### src/rtl/chimpo_run_ctrl_if.sv
`default_nettype none
// ============================================================================
// Module   : chimpo_run_ctrl_if
// Brief    : Control/status bundle between board or bench and chimpo_run_ctrl.
// Revision : 1.0 - initial release
// ============================================================================
interface chimpo_run_ctrl_if #(
  parameter int CNT_W = 32,
  parameter int PC_W  = 16
);
  logic             run;
  logic             step;
  logic             halt_req;
  logic             soft_rst;
  logic [PC_W-1:0]  pc;
  logic [PC_W-1:0]  bkpt_addr;
  logic             bkpt_valid;
  logic             cpu_reset;
  logic             cpu_en;
  logic             halted;
  logic [CNT_W-1:0] cycle_count;
  logic [2:0]       state;

  modport master (
    output run, step, halt_req, soft_rst, pc, bkpt_addr, bkpt_valid,
    input  cpu_reset, cpu_en, halted, cycle_count, state
  );

  modport slave (
    input  run, step, halt_req, soft_rst, pc, bkpt_addr, bkpt_valid,
    output cpu_reset, cpu_en, halted, cycle_count, state
  );
endinterface
`default_nettype wire

### src/rtl/chimpo_run_ctrl.sv
`default_nettype none
// ============================================================================
// Module   : chimpo_run_ctrl
// Brief    : Run/reset sequencer for the Chimpo datapath: timed reset hold,
//            free-run, single-step, halt, cycle limit and executed-cycle count.
//            Optional breakpoint halt enabled by `define CHIMPO_RUNCTL_BKPT_EN.
// Revision : 1.0 - initial release
// ============================================================================
module chimpo_run_ctrl #(
  parameter int RST_HOLD_CYCLES = 10,
  parameter int CNT_W           = 32,
  parameter int MAX_CYCLES      = 0,
  parameter int PC_W            = 16
) (
  input  wire logic         CLK,
  input  wire logic         reset,
  chimpo_run_ctrl_if.slave  bus
);

  localparam logic [2:0] C_ST_RST_HOLD = 3'd0;
  localparam logic [2:0] C_ST_IDLE     = 3'd1;
  localparam logic [2:0] C_ST_RUN      = 3'd2;
  localparam logic [2:0] C_ST_STEP     = 3'd3;
  localparam logic [2:0] C_ST_HALTED   = 3'd4;

  localparam int               C_HOLD_W    = (RST_HOLD_CYCLES > 1) ? $clog2(RST_HOLD_CYCLES) : 1;
  localparam logic [C_HOLD_W-1:0] C_HOLD_LAST = C_HOLD_W'(RST_HOLD_CYCLES - 1);
  localparam logic [CNT_W-1:0]    C_MAX       = CNT_W'(MAX_CYCLES);

  logic [2:0]          state_q, state_d;
  logic [C_HOLD_W-1:0] hold_cnt_q, hold_cnt_d;
  logic [CNT_W-1:0]    cycle_count_q, cycle_count_d;
  logic                step_q, step_d;

  logic                w_exec;
  logic                w_step_rise;
  logic                w_limit;
  logic                w_bkpt_hit;
  logic [CNT_W-1:0]    w_count_inc;

`ifdef CHIMPO_RUNCTL_BKPT_EN
  logic [PC_W-1:0] w_pc_diff;
  assign w_pc_diff  = bus.pc ^ bus.bkpt_addr;
  assign w_bkpt_hit = bus.bkpt_valid && (w_pc_diff == '0);
`else
  logic [PC_W-1:0] unused_pc_bits;
  logic            unused_bkpt_valid;
  assign unused_pc_bits    = bus.pc ^ bus.bkpt_addr;
  assign unused_bkpt_valid = bus.bkpt_valid;
  assign w_bkpt_hit        = 1'b0;
`endif

  assign w_exec      = (state_q == C_ST_RUN) || (state_q == C_ST_STEP);
  assign w_step_rise = bus.step && !step_q;
  // Saturating increment; the limit compares against the post-increment value so
  // exactly MAX_CYCLES enabled cycles occur before HALTED.
  assign w_count_inc = (cycle_count_q == '1) ? cycle_count_q : cycle_count_q + 1'b1;
  assign w_limit     = (MAX_CYCLES != 0) && (w_count_inc >= C_MAX);

  always_comb begin
    state_d       = state_q;
    hold_cnt_d    = hold_cnt_q;
    cycle_count_d = w_exec ? w_count_inc : cycle_count_q;
    step_d        = bus.step;
    if (bus.soft_rst) begin
      state_d       = C_ST_RST_HOLD;
      hold_cnt_d    = '0;
      cycle_count_d = '0;
    end else begin
      case (state_q)
        C_ST_RST_HOLD: begin
          if (hold_cnt_q == C_HOLD_LAST) begin
            state_d    = C_ST_IDLE;
            hold_cnt_d = '0;
          end else begin
            hold_cnt_d = hold_cnt_q + 1'b1;
          end
        end
        C_ST_IDLE: begin
          if (bus.run)          state_d = C_ST_RUN;
          else if (w_step_rise) state_d = C_ST_STEP;
        end
        C_ST_RUN: begin
          if (bus.halt_req || w_limit || w_bkpt_hit) state_d = C_ST_HALTED;
          else if (!bus.run)                         state_d = C_ST_IDLE;
        end
        C_ST_STEP:   state_d = C_ST_IDLE;
        C_ST_HALTED: state_d = C_ST_HALTED;
        default: begin
          state_d    = C_ST_RST_HOLD;
          hold_cnt_d = '0;
        end
      endcase
    end
  end

  always_ff @(posedge CLK or negedge reset) begin
    if (!reset) begin
      state_q       <= C_ST_RST_HOLD;
      hold_cnt_q    <= '0;
      cycle_count_q <= '0;
      step_q        <= 1'b0;
    end else begin
      state_q       <= state_d;
      hold_cnt_q    <= hold_cnt_d;
      cycle_count_q <= cycle_count_d;
      step_q        <= step_d;
    end
  end

  assign bus.cpu_reset   = (state_q == C_ST_RST_HOLD);
  assign bus.cpu_en      = w_exec;
  assign bus.halted      = (state_q == C_ST_HALTED);
  assign bus.cycle_count = cycle_count_q;
  assign bus.state       = state_q;

endmodule
`default_nettype wire

### src/flat_wrapper.sv
// flat-port wrapper written by rule: the top's interface ports become plain ports
module chimpo_run_ctrl_flat 
#(
  parameter int RST_HOLD_CYCLES = 10,
  parameter int CNT_W           = 32,
  parameter int MAX_CYCLES      = 0,
  parameter int PC_W            = 16
)
  (CLK, reset, bus_run, bus_step, bus_halt_req, bus_soft_rst, bus_pc, bus_bkpt_addr, bus_bkpt_valid, bus_cpu_reset, bus_cpu_en, bus_halted, bus_cycle_count, bus_state);
  chimpo_run_ctrl_if #(.CNT_W(CNT_W), .PC_W(PC_W)) bus_i ();
  input  wire logic CLK;
  input  wire logic reset;
  input wire logic [$bits(bus_i.run)-1:0] bus_run;
  input wire logic [$bits(bus_i.step)-1:0] bus_step;
  input wire logic [$bits(bus_i.halt_req)-1:0] bus_halt_req;
  input wire logic [$bits(bus_i.soft_rst)-1:0] bus_soft_rst;
  input wire logic [$bits(bus_i.pc)-1:0] bus_pc;
  input wire logic [$bits(bus_i.bkpt_addr)-1:0] bus_bkpt_addr;
  input wire logic [$bits(bus_i.bkpt_valid)-1:0] bus_bkpt_valid;
  output wire logic [$bits(bus_i.cpu_reset)-1:0] bus_cpu_reset;
  output wire logic [$bits(bus_i.cpu_en)-1:0] bus_cpu_en;
  output wire logic [$bits(bus_i.halted)-1:0] bus_halted;
  output wire logic [$bits(bus_i.cycle_count)-1:0] bus_cycle_count;
  output wire logic [$bits(bus_i.state)-1:0] bus_state;
  assign bus_i.run = bus_run;
  assign bus_i.step = bus_step;
  assign bus_i.halt_req = bus_halt_req;
  assign bus_i.soft_rst = bus_soft_rst;
  assign bus_i.pc = bus_pc;
  assign bus_i.bkpt_addr = bus_bkpt_addr;
  assign bus_i.bkpt_valid = bus_bkpt_valid;
  assign bus_cpu_reset = bus_i.cpu_reset;
  assign bus_cpu_en = bus_i.cpu_en;
  assign bus_halted = bus_i.halted;
  assign bus_cycle_count = bus_i.cycle_count;
  assign bus_state = bus_i.state;
  chimpo_run_ctrl #(.RST_HOLD_CYCLES(RST_HOLD_CYCLES), .CNT_W(CNT_W), .MAX_CYCLES(MAX_CYCLES), .PC_W(PC_W)) u_core (.CLK(CLK), .reset(reset), .bus(bus_i));
endmodule
### config.mk
export PLATFORM = sky130hd
export DESIGN_NAME = chimpo_run_ctrl_flat
export DESIGN_NICKNAME = d
export VERILOG_FILES = /design/src/rtl/chimpo_run_ctrl_if.sv /design/src/rtl/chimpo_run_ctrl.sv /design/src/flat_wrapper.sv
export SDC_FILE = /design/constraint.sdc
export NUM_CORES = 1
export LEC_CHECK = 0
export ABC_CLOCK_PERIOD_IN_PS = 3000
export BUFFER_PORTS_ARGS = -buffer_cell sky130_fd_sc_hd__buf_2
export CORE_ASPECT_RATIO = 1.25
export CORE_MARGIN = 2
export CORE_UTILIZATION = 32
export DETAILED_ROUTE_END_ITERATION = 10
export GPL_TIMING_DRIVEN = 0
export PLACE_DENSITY = 0.52
export SLEW_MARGIN = 40
export SYNTH_ARGS = -nofsm -noshare
export SYNTH_HDL_FRONTEND = slang
export SYNTH_SLANG_ARGS = --single-unit
### constraint.sdc
create_clock -name CLK -period 3 [get_ports CLK]
set_clock_uncertainty 0.2 [all_clocks]
set_input_delay 0.3 -clock CLK [delete_from_list [all_inputs] [get_ports CLK]]
set_output_delay 0.3 -clock CLK [all_outputs]
set_load 0.05 [all_outputs]
Word level (Yosys, flattened, before mapping) --
Cells that the tools add are included.
Cells by class: add/sub/neg operators 2, multiply operators 0, div/mod/pow operators 0, magnitude comparators 0, equal/unequal tests 11, shift operators 0, muxes and demuxes 13, bitwise operators 0, reductions and logical operators 8
Operators with widths (number):
- $mux W32 | 3
- $add A32 B1 Y32 const B | 1
- $eq A32 B32 Y1 const B | 1
- $mux W3 | 6
- $pmux W3 S5 | 1
- $mux W4 | 2
- $pmux W4 S2 | 1
- $eq A3 B2 Y1 const B | 2
- $add A4 B1 Y4 const B | 1
- $eq A4 B4 Y1 const B | 1
- $ne A4 B3 Y1 const B | 1
- $ne A4 B4 Y1 const B | 1
- $reduce_or A4 Y1 | 1
- $eq A3 B1 Y1 const B | 1
- $eq A3 B3 Y1 const B | 1
- $logic_not A3 Y1 | 1
- $ne A3 B2 Y1 const B | 1
- $reduce_and A3 Y1 | 1
- $ne A2 B1 Y1 const B | 1
- $ne A2 B2 Y1 const B | 1
- $reduce_and A2 Y1 | 1
- $reduce_bool A2 Y1 | 1
- $logic_and A1 B1 Y1 | 1
- $logic_not A1 Y1 | 1
- $logic_or A1 B1 Y1 | 1
Storage, ports and cells: register bits after elaboration 40, latch bits 0, memory bits (writable) 0, bits in read-only memories 0, input port bits 39, output and inout port bits 38, word-level logic and storage cells 38, memories kept 0

Logic depth before layout (Yosys ltp) --
Gate-level depths: netlist of run 1.
word-level depth 6, gate-level depth with buffers 8, mapped depth without buffers 7

Worst setup path before layout of run 1 --
No wires, ideal clock.
path type reg-to-reg, start reg u_core.state_q[1] (netlist: u_core.bus.state[1]), end reg u_core.hold_cnt_q[3], library setup time 0.099 ns, arrival time 2.636 ns, required time 2.701 ns, slack 0.065 ns, stages on the path, launching flop included 6, buffers on the path 0, period minus slack after synthesis 2.935 ns, cell sequence dfrtp_1 nor3_1 o211ai_1 nor2b_1 o21ai_0 o31ai_1
Between the ends: elaborated cells on any way between the ends 9, those cells by class 5 x eq/ne; 2 x mux; 2 x reduce/logical
RTL lines:
- start: declaration | RTL line chimpo_run_ctrl.sv:30 | logic [2:0] state_q, state_d;
- start signal: assignment | RTL line chimpo_run_ctrl.sv:104 | state_q <= state_d;
- $logic_not A3 Y1
- named net bus_cpu_reset | RTL line flat_wrapper.sv:20 | output wire logic [$bits(bus_i.cpu_reset)-1:0] bus_cpu_reset;
- $pmux W4 S2 | RTL line chimpo_run_ctrl.sv:70 | case (state_q)
- $mux W4 | RTL line chimpo_run_ctrl.sv:65 | if (bus.soft_rst) begin
- end signal: assignment | RTL line chimpo_run_ctrl.sv:105 | hold_cnt_q <= hold_cnt_d;
- end: declaration | RTL line chimpo_run_ctrl.sv:31 | logic [C_HOLD_W-1:0] hold_cnt_q, hold_cnt_d;
The timed path passes the listed nets, and every way through them passes these cells. A chain may end at the register's enable or synchronous reset.

Final worst setup path of run 1 --
start reg u_core.cycle_count_q[6] (netlist: u_core.bus.cycle_count[6]), end reg u_core.cycle_count_q[22] (netlist: u_core.bus.cycle_count[22])
Between the ends: cells in the longest elaborated chain, start to end 4, elaborated cells on any way between the ends 7, those cells by class 1 x add/sub; 2 x eq/ne; 3 x mux; 1 x reduce/logical
Ends and longest elaborated chain:
- start: declaration | RTL line chimpo_run_ctrl.sv:32 | logic [CNT_W-1:0] cycle_count_q, cycle_count_d;
- start signal: assignment | RTL line chimpo_run_ctrl.sv:106 | cycle_count_q <= cycle_count_d;
- $add A32 B1 Y32 | RTL line chimpo_run_ctrl.sv:57 | assign w_count_inc = (cycle_count_q == '1) ? cycle_count_q : cycle_count_q + 1'b1;
- $mux W32 | RTL line chimpo_run_ctrl.sv:57
- $mux W32 | RTL line chimpo_run_ctrl.sv:63 | cycle_count_d = w_exec ? w_count_inc : cycle_count_q;
- $mux W32 | RTL line chimpo_run_ctrl.sv:65
Several ways; a longest one is shown, not always the timed one. The select of a mux whose other input is x is not followed.

==> results of run 1 <==
-- where the power goes --
part           switching [mW]  leakage (nW)  internal (mW)
clock                   0.194        0.0455          0.188
combinational          0.0297         0.645         0.0150
sequential            0.00391         0.554          0.542
-- worst max-delay path, delay by kind of cell, from the launching register on --
family / cells / cell delay [ns]
simple gates: 4 / 1.44
flops: 1 / 0.34
buf+inv: 1 / 0.28
compound gates: 1 / 0.17
-- routing by layer --
layer	track usage	up-vias	wire length (um)
met5	0	-	0
met2	0.2636	40	2924
met4	0.06282	0	113
met1	0.1989	1066	2855
met3	0.02330	7	178
li1	-	1067	-
-- placed cells by master, fill, tap and decap left out, types with 9 or more instances in the layout --
cell type and instances:
a21oi_1 20, and4_1 9, buf_2 42, dfrtp_1 40
nand2_1 15, nand3_1 11, nand4_1 15, nor2_1 25
nor2b_1 9, o21ai_0 12
-- logic make-up (layout without fill, tap and decap cells) --
family | after synthesis | after routing | share of synthesized area
adders and majority gates | 3 | 3 | 0.01559
buffers and inverters | 16 | 69 | 0.05247
AOI/OAI and AO/OA | 57 | 57 | 0.1522
xor gates and xnor gates | 7 | 7 | 0.02546
and+or+nand+nor | 125 | 125 | 0.3112
muxes | 6 | 6 | 0.02753
DFF | 40 | 40 | 0.4156
-- registers in the layout (all words and copies together) (netlist names) --
signal and count:
u_core.bus.cycle_count 32, u_core.hold_cnt_q 4, u_core.bus.state 3, u_core.step_q 1
-- final timing paths --
kind | startpoint | endpoint | slack (ns) | depth (start not counted)
worst max-delay path | u_core.bus.cycle_count[6] | u_core.bus.cycle_count[22] | 0.48 | 6
worst min-delay path | bus_run | u_core.bus.state[0] | 0.04 | 2
worst max register to register | u_core.bus.cycle_count[6] | u_core.bus.cycle_count[22] | 0.48 | 6
worst min register to register | u_core.hold_cnt_q[3] | u_core.hold_cnt_q[3] | 0.28 | 1
max in group asynchronous | reset | u_core.bus.cycle_count[1] | 1.91 | 2
min in group asynchronous | reset | u_core.bus.cycle_count[23] | 0.33 | 2
-- per-stage QoR --
step / area (um^2) / instances / setup slack [ns] / util
floorplan: 2409 / 254 / 0.06522 / -
global placement: 2739 / 389 / 0.4992 / 0.3723
detailed placement: 2741 / 389 / 0.4844 / 0.3726
CTS: 2851 / 399 / 0.4603 / 0.3876
global route: 2851 / 399 / 0.2221 / 0.3876
finish: 2851 / 399 / 0.4826 / 0.3876
-- layout make-up --
| cell class | count | area (um^2) |
|---|---|---|
| fill | 784 | 4506 |
| multi-input combinational | 198 | 1281 |
| timing repair buffer | 45 | 237.7 |
| buffer | 10 | 103.9 |
| inverter | 6 | 22.52 |
| tap | 92 | 115.1 |
| sequential | 40 | 1001 |
| clock buffer | 8 | 90.09 |
==> flow_summary.ini, run 1 <==
[setup_path]
arrival_ns = 2.53
crit_type = flop to flop
cp-end-kind = flop
crit_fanout = 8
crit_path_cell_trace = clkbuf_1 -> nand4_1 -> nor4_4 -> nand3_1 -> or3_1 -> a21oi_1
slowest_delay_ns = 0.54
cp.required_ns = 3.02
critPathLaunchType = flop
slowest_stage = nor4_4

[drt]
drtIter0Drc = 158
ant_nets = 0
vias_per_cell = 5.464
first_pass_iters = 4
drc_errors = 0
dr_total_vias = 2180
wl_um = 6072
wl_per_cell_um = 15.22

[logic_synthesis]
synth.distinct_cells = 51
synth_fp_nets = 296
yosys_most_used_dff = dfrtp_1
ys_ff_latch = 40
synthTopCellsByCount = dfrtp_1, nor2_1, a21oi_1, nand2_1, nand4_1
yosysWarnings = 0
netlist_area_um2 = 2409
synth_top_area_cell = dfrtp_1
syn-instance-count = 254
seq_area_frac_synth = 0.4156
avgSynthCellArea_um2 = 9.483
async_flop_share = 1.000
ys_top_cells_by_area = dfrtp_1, a21oi_1, nand4_1
synth_most_common_cell = dfrtp_1
synth_top_area_share = 0.4156
synth-edff-count = 0

[sta]
max_slew_margin = 0.6130
rsz0062_at_grt = no
setup_viol = 0
hold_viol_final = 0
timing.hold.ws_ns = 0.03501
fin_tns_setup_ns = 0
finalMaxSlewViolations = 0
fmax_mhz = 397.2
worstMarginPinSlew_ns = 0.5762
period_minus_slack_ns = 2.517
fin_crit_sh = 0.8391

[global_route]
antenna_found_initial = 0
grt_first_pass_wirelength_um = 10120
grt_pass1_vias = 2077
grt_overflow_total = 0
grt_usage = 0.1565
grt_start_max_net_pins = 41

[pwr]
p_total_mw = 0.9730
cellLeakagePower_nw = 1.245
power_density_nw_per_um2 = 341.2
vdd_drop_max_v = 0.0001575

[clocking]
clk_pin_slew_ns = 0.08
post_cts_buffers = 0
htree_num_levels = 2
cts_tree = built
ctsRootBufferMaster = clkbuf_8
cts_inserted_buffers = 5
postCtsHoldBufs = 2
clk_latency_ns = 0.29
cts_resized = 0
ctsLongestPathBuffers = 2
cts.sinks = 40

[cells_and_area]
antennaDiodeCount = 0
nets = 348
drive_above_1_share = 0.2345
layout-area-overhead-vs-synth_pct = 18.39

[job]
drv_cap = 0

[floorplanning]
dieArea_um2 = 8241
coreArea_um2 = 7357
die_y_um = 101.0
initial_utilization = 0.3274
rows = 35
die_w_um = 81.60
ioPinCount = 77

[placement]
portBuffers = 43
dpl.hpwl_um = 4396
place_congestion = 0.7719

[run_status]
status = finished clean

[min_path]
hp-class = input pin to flop
No activity file was read; power rests on OpenSTA's default activity.
==> run 2, diff against run 1 <==
ABC_CLOCK_PERIOD_IN_PS = 2000   (was 3000)
PLACE_DENSITY = 0.55   (was 0.52)
clock period = 2 ns   (was 3 ns; I/O delays follow)
==> run 2 against run 1 <==
Compared with the run above: the run now ends with setup timing left; non-clock buffer count increased by 55; first-iteration DRC count decreased by 1.3%; maximum frequency increased by 17%; combinational power increased by 62%; flip-flop and latch count unchanged; wire length increased by 25%; via count increased by 13%; largest power group unchanged.
==> flow_summary.ini, run 2 (same netlist as run 1, synthesis figures left out) <==
[floorplanning]
dieArea_um2 = 8241
die_w_um = 81.60
initial_utilization = 0.3274
rows = 35
die_y_um = 101.0
ioPinCount = 77
coreArea_um2 = 7357

[global_route]
grt_first_pass_wirelength_um = 11540
grt_start_max_net_pins = 41
grt_usage = 0.1793
antenna_found_initial = 0
grt_overflow_total = 0
grt_pass1_vias = 2324

[cells_and_area]
largest_reg_flops = 32
drive_above_1_share = 0.5359
fin_util = 0.4929
layout-area-overhead-vs-synth_pct = 50.55
num-fill-cells = 714
antennaDiodeCount = 0
nets = 403
layout_common_cells = buf_4, buf_2, dfrtp_2
final_common_cell = buf_4

[min_path]
hp-class = input pin to flop

[drt]
wl_um = 7607
first_pass_iters = 4
ant_nets = 0
wl_per_cell_um = 16.76
drc_errors = 0
drtIter0Drc = 156
dr_total_vias = 2464
vias_per_cell = 5.427

[pwr]
power_density_nw_per_um2 = 407.0
vdd_drop_max_v = 0.0002249
p_sw_frac = 0.2453
cellLeakagePower_nw = 1.527
pwr-share-comb = 0.049
switchingPower_mw = 0.3620
p_int_mw = 1.114
pwr-share-seq = 0.555
clockPowerShare = 0.396

[sta]
fmax_mhz = 466.5
finalMaxSlewViolations = 0
period_minus_slack_ns = 2.143
timing.final.ws_setup_ns = -0.1435
timing.hold.ws_ns = 0.02345
rsz0062_at_grt = yes
max_slew_margin = 0.6250
fin_crit_sh = 1.072
hold_viol_final = 0
setup_viol = 16
worstMarginPinSlew_ns = 0.5611

[setup_path]
slowest_stage = or4_4
crit_path_cell_trace = ha_4 -> nand4_1 -> nor4_4 -> buf_4 -> a21bo_4 -> buf_6 -> or4_4 -> a21oi_2
crit_type = flop to flop
critPathLaunchType = flop
cp-end-kind = flop
crit_fanout = 5
arrival_ns = 2.18
cp.required_ns = 2.04
slowest_delay_ns = 0.50

[run_status]
status = finished with violations
violations = setup timing

[clocking]
ctsLongestPathBuffers = 2
cts_inserted_buffers = 5
htree_num_levels = 2
clk_latency_ns = 0.30
clk_pin_slew_ns = 0.09
ctsRootBufferMaster = clkbuf_8
cts_tree = built
cts.sinks = 40

[placement]
dpl.hpwl_um = 4494
portBuffers = 43
place_congestion = 0.7937

[job]
drv_cap = 0
[run 2: cell types whose count changed in the layout (fill, tap and decap cells not counted), sizes merged]
cell / delta
clkinvlp: +1
dlygate4sd3: +1
clkinv: +2
clkbuf: -1
buf: +53
inv: -1
[run 2: routing by layer]
| metal | routed length [um] | global-route usage | share of wire | up-vias |
|---|---|---|---|---|
| met1 | 3241 | 0.2167 | 0.43 | 1228 |
| met5 | 0 | 0 | 0 | - |
| met4 | 166 | 0.05769 | 0.022 | 0 |
| met2 | 3986 | 0.3228 | 0.52 | 50 |
| met3 | 213 | 0.02509 | 0.028 | 17 |
| li1 | - | - | - | 1169 |
[run 2: area by class of cell]
type                    instances  area, um^2  share of cell area
inverters                       6       26.28            0.007246
well taps                      92       115.1             0.03175
clock buffers                   6       82.58             0.02277
multi-input cells             198        1529              0.4217
clock inverters                 2       10.01            0.002761
flip-flops and latches         40        1040              0.2868
plain buffers                   7       87.58             0.02415
repair buffers                103       735.7              0.2029
[run 2: repair_timing]
item                       in CTS  in global routing
resized for setup              19                 29
setup endpoints to repair      28                 25
buffers inserted               32                 22
pin swaps                      23                 23
gates cloned                    1                  2
hold buffers                    3                  0
hold endpoints to repair       42                  0
[run 2: worst paths after layout]
| path | startpoint | to | slack, ns | depth (start not counted) |
|---|---|---|---|---|
| worst max-delay path | u_core.bus.cycle_count[0] | u_core.bus.cycle_count[23] | -0.14 | 8 |
| worst min-delay path | bus_halt_req | u_core.bus.state[2] | 0.02 | 3 |
| worst max register to register | u_core.bus.cycle_count[0] | u_core.bus.cycle_count[23] | -0.14 | 8 |
| worst min register to register | u_core.hold_cnt_q[3] | u_core.hold_cnt_q[3] | 0.30 | 1 |
| max in group asynchronous | reset | u_core.bus.state[2] | 0.95 | 2 |
| min in group asynchronous | reset | u_core.bus.cycle_count[22] | 0.21 | 2 |
[run 2: metrics by stage]
stage / setup TNS, ns / cell area, um^2 / setup slack (ns) / cells / power [mW]
final: -1.251 / 3626 / -0.1435 / 454 / 1.476
after CTS: -1.321 / 3304 / -0.1219 / 432 / 1.493
after detailed placement: -4.787 / 2843 / -0.3464 / 389 / 0.9037
after global placement: -4.965 / 2840 / -0.3580 / 389 / 0.9004
after floorplan: -6.651 / 2510 / -0.3276 / 254 / 0.8653
after global routing: -3.508 / 3626 / -0.2132 / 454 / 1.539
[run 2: critical path: cells and delay by family, from the launching register on]
kind	cells	cell delay (ns)
and+or+nand+nor	3	0.68
DFF	1	0.43
buffers and inverters	2	0.27
adders and majority gates	1	0.17
AOI/OAI and AO/OA	2	0.34
[run 2: power by group through the flow]
| stage | logic (mW) | clock network, mW | registers [mW] |
|---|---|---|---|
| floorplan | 0.0309 | 0 | 0.834 |
| global placement | 0.0654 | 0 | 0.835 |
| detailed placement | 0.0683 | 0 | 0.835 |
| CTS | 0.0730 | 0.601 | 0.819 |
| global route | 0.0823 | 0.637 | 0.820 |
| finish | 0.0722 | 0.584 | 0.819 |
==> run 3, diff against run 2 <==
ABC_CLOCK_PERIOD_IN_PS = 2640   (was 2000)
GPL_TIMING_DRIVEN = unset   (was 0)
PLACE_DENSITY = 0.52   (was 0.55)
clock period = 2.64 ns   (was 2 ns; I/O delays follow)
==> run 3 against run 2 <==
Compared with the run above: the flow now finishes without violations; critical path depth is 2 lower; global-route usage is 2.4 points lower; sequential share of layout area is 5.9 points higher; largest cell class unchanged.
==> flow_summary.ini, run 3 (same netlist as run 1, synthesis figures left out) <==
[run_status]
status = finished clean

[global_route]
grt_use_met3 = 0.03405
antenna_found_initial = 0
use_met1 = 0.1853
grt_overflow_total = 0
grt_pass1_vias = 2092
grtUsageMet2 = 0.2686
grt_start_max_net_pins = 41
grt_usage = 0.1556
top_usage_layer = met2
grt_first_pass_wirelength_um = 9956

[sta]
rsz0062_at_grt = no
fin_crit_sh = 0.8831
fin_tns_setup_ns = 0
worstMarginPinSlew_ns = 0.5386
period_minus_slack_ns = 2.331
fmax_mhz = 428.9
max_slew_margin = 0.6409
hold_viol_final = 0
finalMaxSlewViolations = 0
setup_viol = 0

[pwr]
cellLeakagePower_nw = 1.284
p_int_mw = 0.9647
pwr-share-seq = 0.504
pwr-share-comb = 0.037
clockPowerShare = 0.459
power_density_nw_per_um2 = 425.4
vdd_drop_max_v = 0.0002446
p_sw_frac = 0.2171
switchingPower_mw = 0.2675

[cells_and_area]
drive_above_1_share = 0.2605
final_common_cell = buf_2
num-fill-cells = 765
layout_common_cells = buf_2, dfrtp_1, nor2_1
largest_reg_flops = 32
antennaDiodeCount = 0
final_cells = 403
layout-area-overhead-vs-synth_pct = 20.26
nets = 352

[floorplanning]
rows = 35
die_y_um = 101.0
dieArea_um2 = 8241
coreArea_um2 = 7357
die_w_um = 81.60
ioPinCount = 77
initial_utilization = 0.3274

[placement]
portBuffers = 43
dp.cells = 392
place_congestion = 0.8261
dpl.hpwl_um = 4312

[min_path]
worstHoldStart = bus_halt_req
hp-class = input pin to flop

[setup_path]
r2r_start = u_core.bus.cycle_count[0]
arrival_ns = 2.37
cp-end-kind = flop
crit_fanout = 7
critPathLaunchType = flop
crit_type = flop to flop
critPathLaunch = u_core.bus.cycle_count[0]
cp.required_ns = 2.67

[clocking]
clk_pin_slew_ns = 0.09
postCtsHoldBufs = 3
clk_latency_ns = 0.30
ctsRootBufferMaster = clkbuf_8
htree_num_levels = 2
cts.sinks = 40
ctsLongestPathBuffers = 2
cts_inserted_buffers = 5
post_cts_buffers = 0
cts_resized = 0
cts_tree = built

[drt]
first_pass_iters = 4
wl_um = 5998
ant_nets = 0
wl_per_cell_um = 14.88
drtIter0Drc = 71
drc_errors = 0
vias_per_cell = 5.432
dr_total_vias = 2189

[job]
drv_cap = 0
==> run 3: cell count changes in the layout (fill, tap and decap cells not counted), moves of 3 or more <==
cell	delta
and4_1	+4
buf_4	-36
a21oi_2	-6
mux2_4	-4
and4_4	-4
or3_4	-3
dfrtp_1	+31
a21oi_1	+7
dfrtp_2	-31
buf_6	-5
==> run 3: routing by layer <==
| layer | share of wire | wire length, um |
|---|---|---|
| met1 | 0.44 | 2616 |
| met2 | 0.51 | 3062 |
| met3 | 0.035 | 209 |
| met4 | 0.018 | 110 |
| met5 | 0 | 0 |
==> run 3: path summary, 6_finish.rpt <==
path | endpoint | slack (ns) | depth (start not counted)
max | u_core.bus.cycle_count[22] | 0.31 | 6
min | u_core.bus.state[1] | 0.09 | 3
max reg2reg | u_core.bus.cycle_count[22] | 0.31 | 6
min reg2reg | u_core.hold_cnt_q[3] | 0.28 | 1
max in group asynchronous | u_core.bus.cycle_count[3] | 1.58 | 2
min in group asynchronous | u_core.bus.cycle_count[22] | 0.27 | 2
==> run 3: final cells by class <==
type	instances	area, um^2	area share
clock buffer	7	96.34	0.03326
timing repair buffer	59	345.3	0.1192
multi-input combinational	198	1286	0.4441
inverter	6	22.52	0.007775
sequential	40	1001	0.3456
tap	92	115.1	0.03974
clock inverter	1	30.03	0.01037
==> run 3: worst max-delay path, cell delays in order, from the launching register on <==
cell and delay [ns]:
dfrtp_1 0.44, ha_1 0.26, nand4_1 0.16, nor4_4 0.37, nand3_1 0.31, or3_1 0.38
a21oi_1 0.15
==> run 3: stage by stage <==
step / setup WS [ns] / utilization / power [mW] / area [um^2] / hold WS, ns
5_1_grt: 0.1218 / 0.3937 / 1.287 / 2897 / 0.07739
3_5_place_dp: 0.3004 / 0.3724 / 0.6778 / 2740 / 0.09371
3_3_place_gp: 0.3659 / 0.3721 / 0.6765 / 2738 / 0.1824
4_1_cts: 0.2834 / 0.3937 / 1.250 / 2897 / 0.07726
2_1_floorplan: 0.1054 / - / 0.6558 / 2414 / -0.2316
6_report: 0.3086 / 0.3937 / 1.232 / 2897 / 0.08886
==> run 3: power groups by stage <==
stage          logic, mW  registers [mW]  clock network (mW)
6_report          0.0462           0.621               0.565
5_1_grt           0.0548           0.622               0.611
4_1_cts           0.0481           0.621               0.581
3_5_place_dp      0.0450           0.633                   0
3_3_place_gp      0.0437           0.633                   0
2_1_floorplan     0.0234           0.632                   0
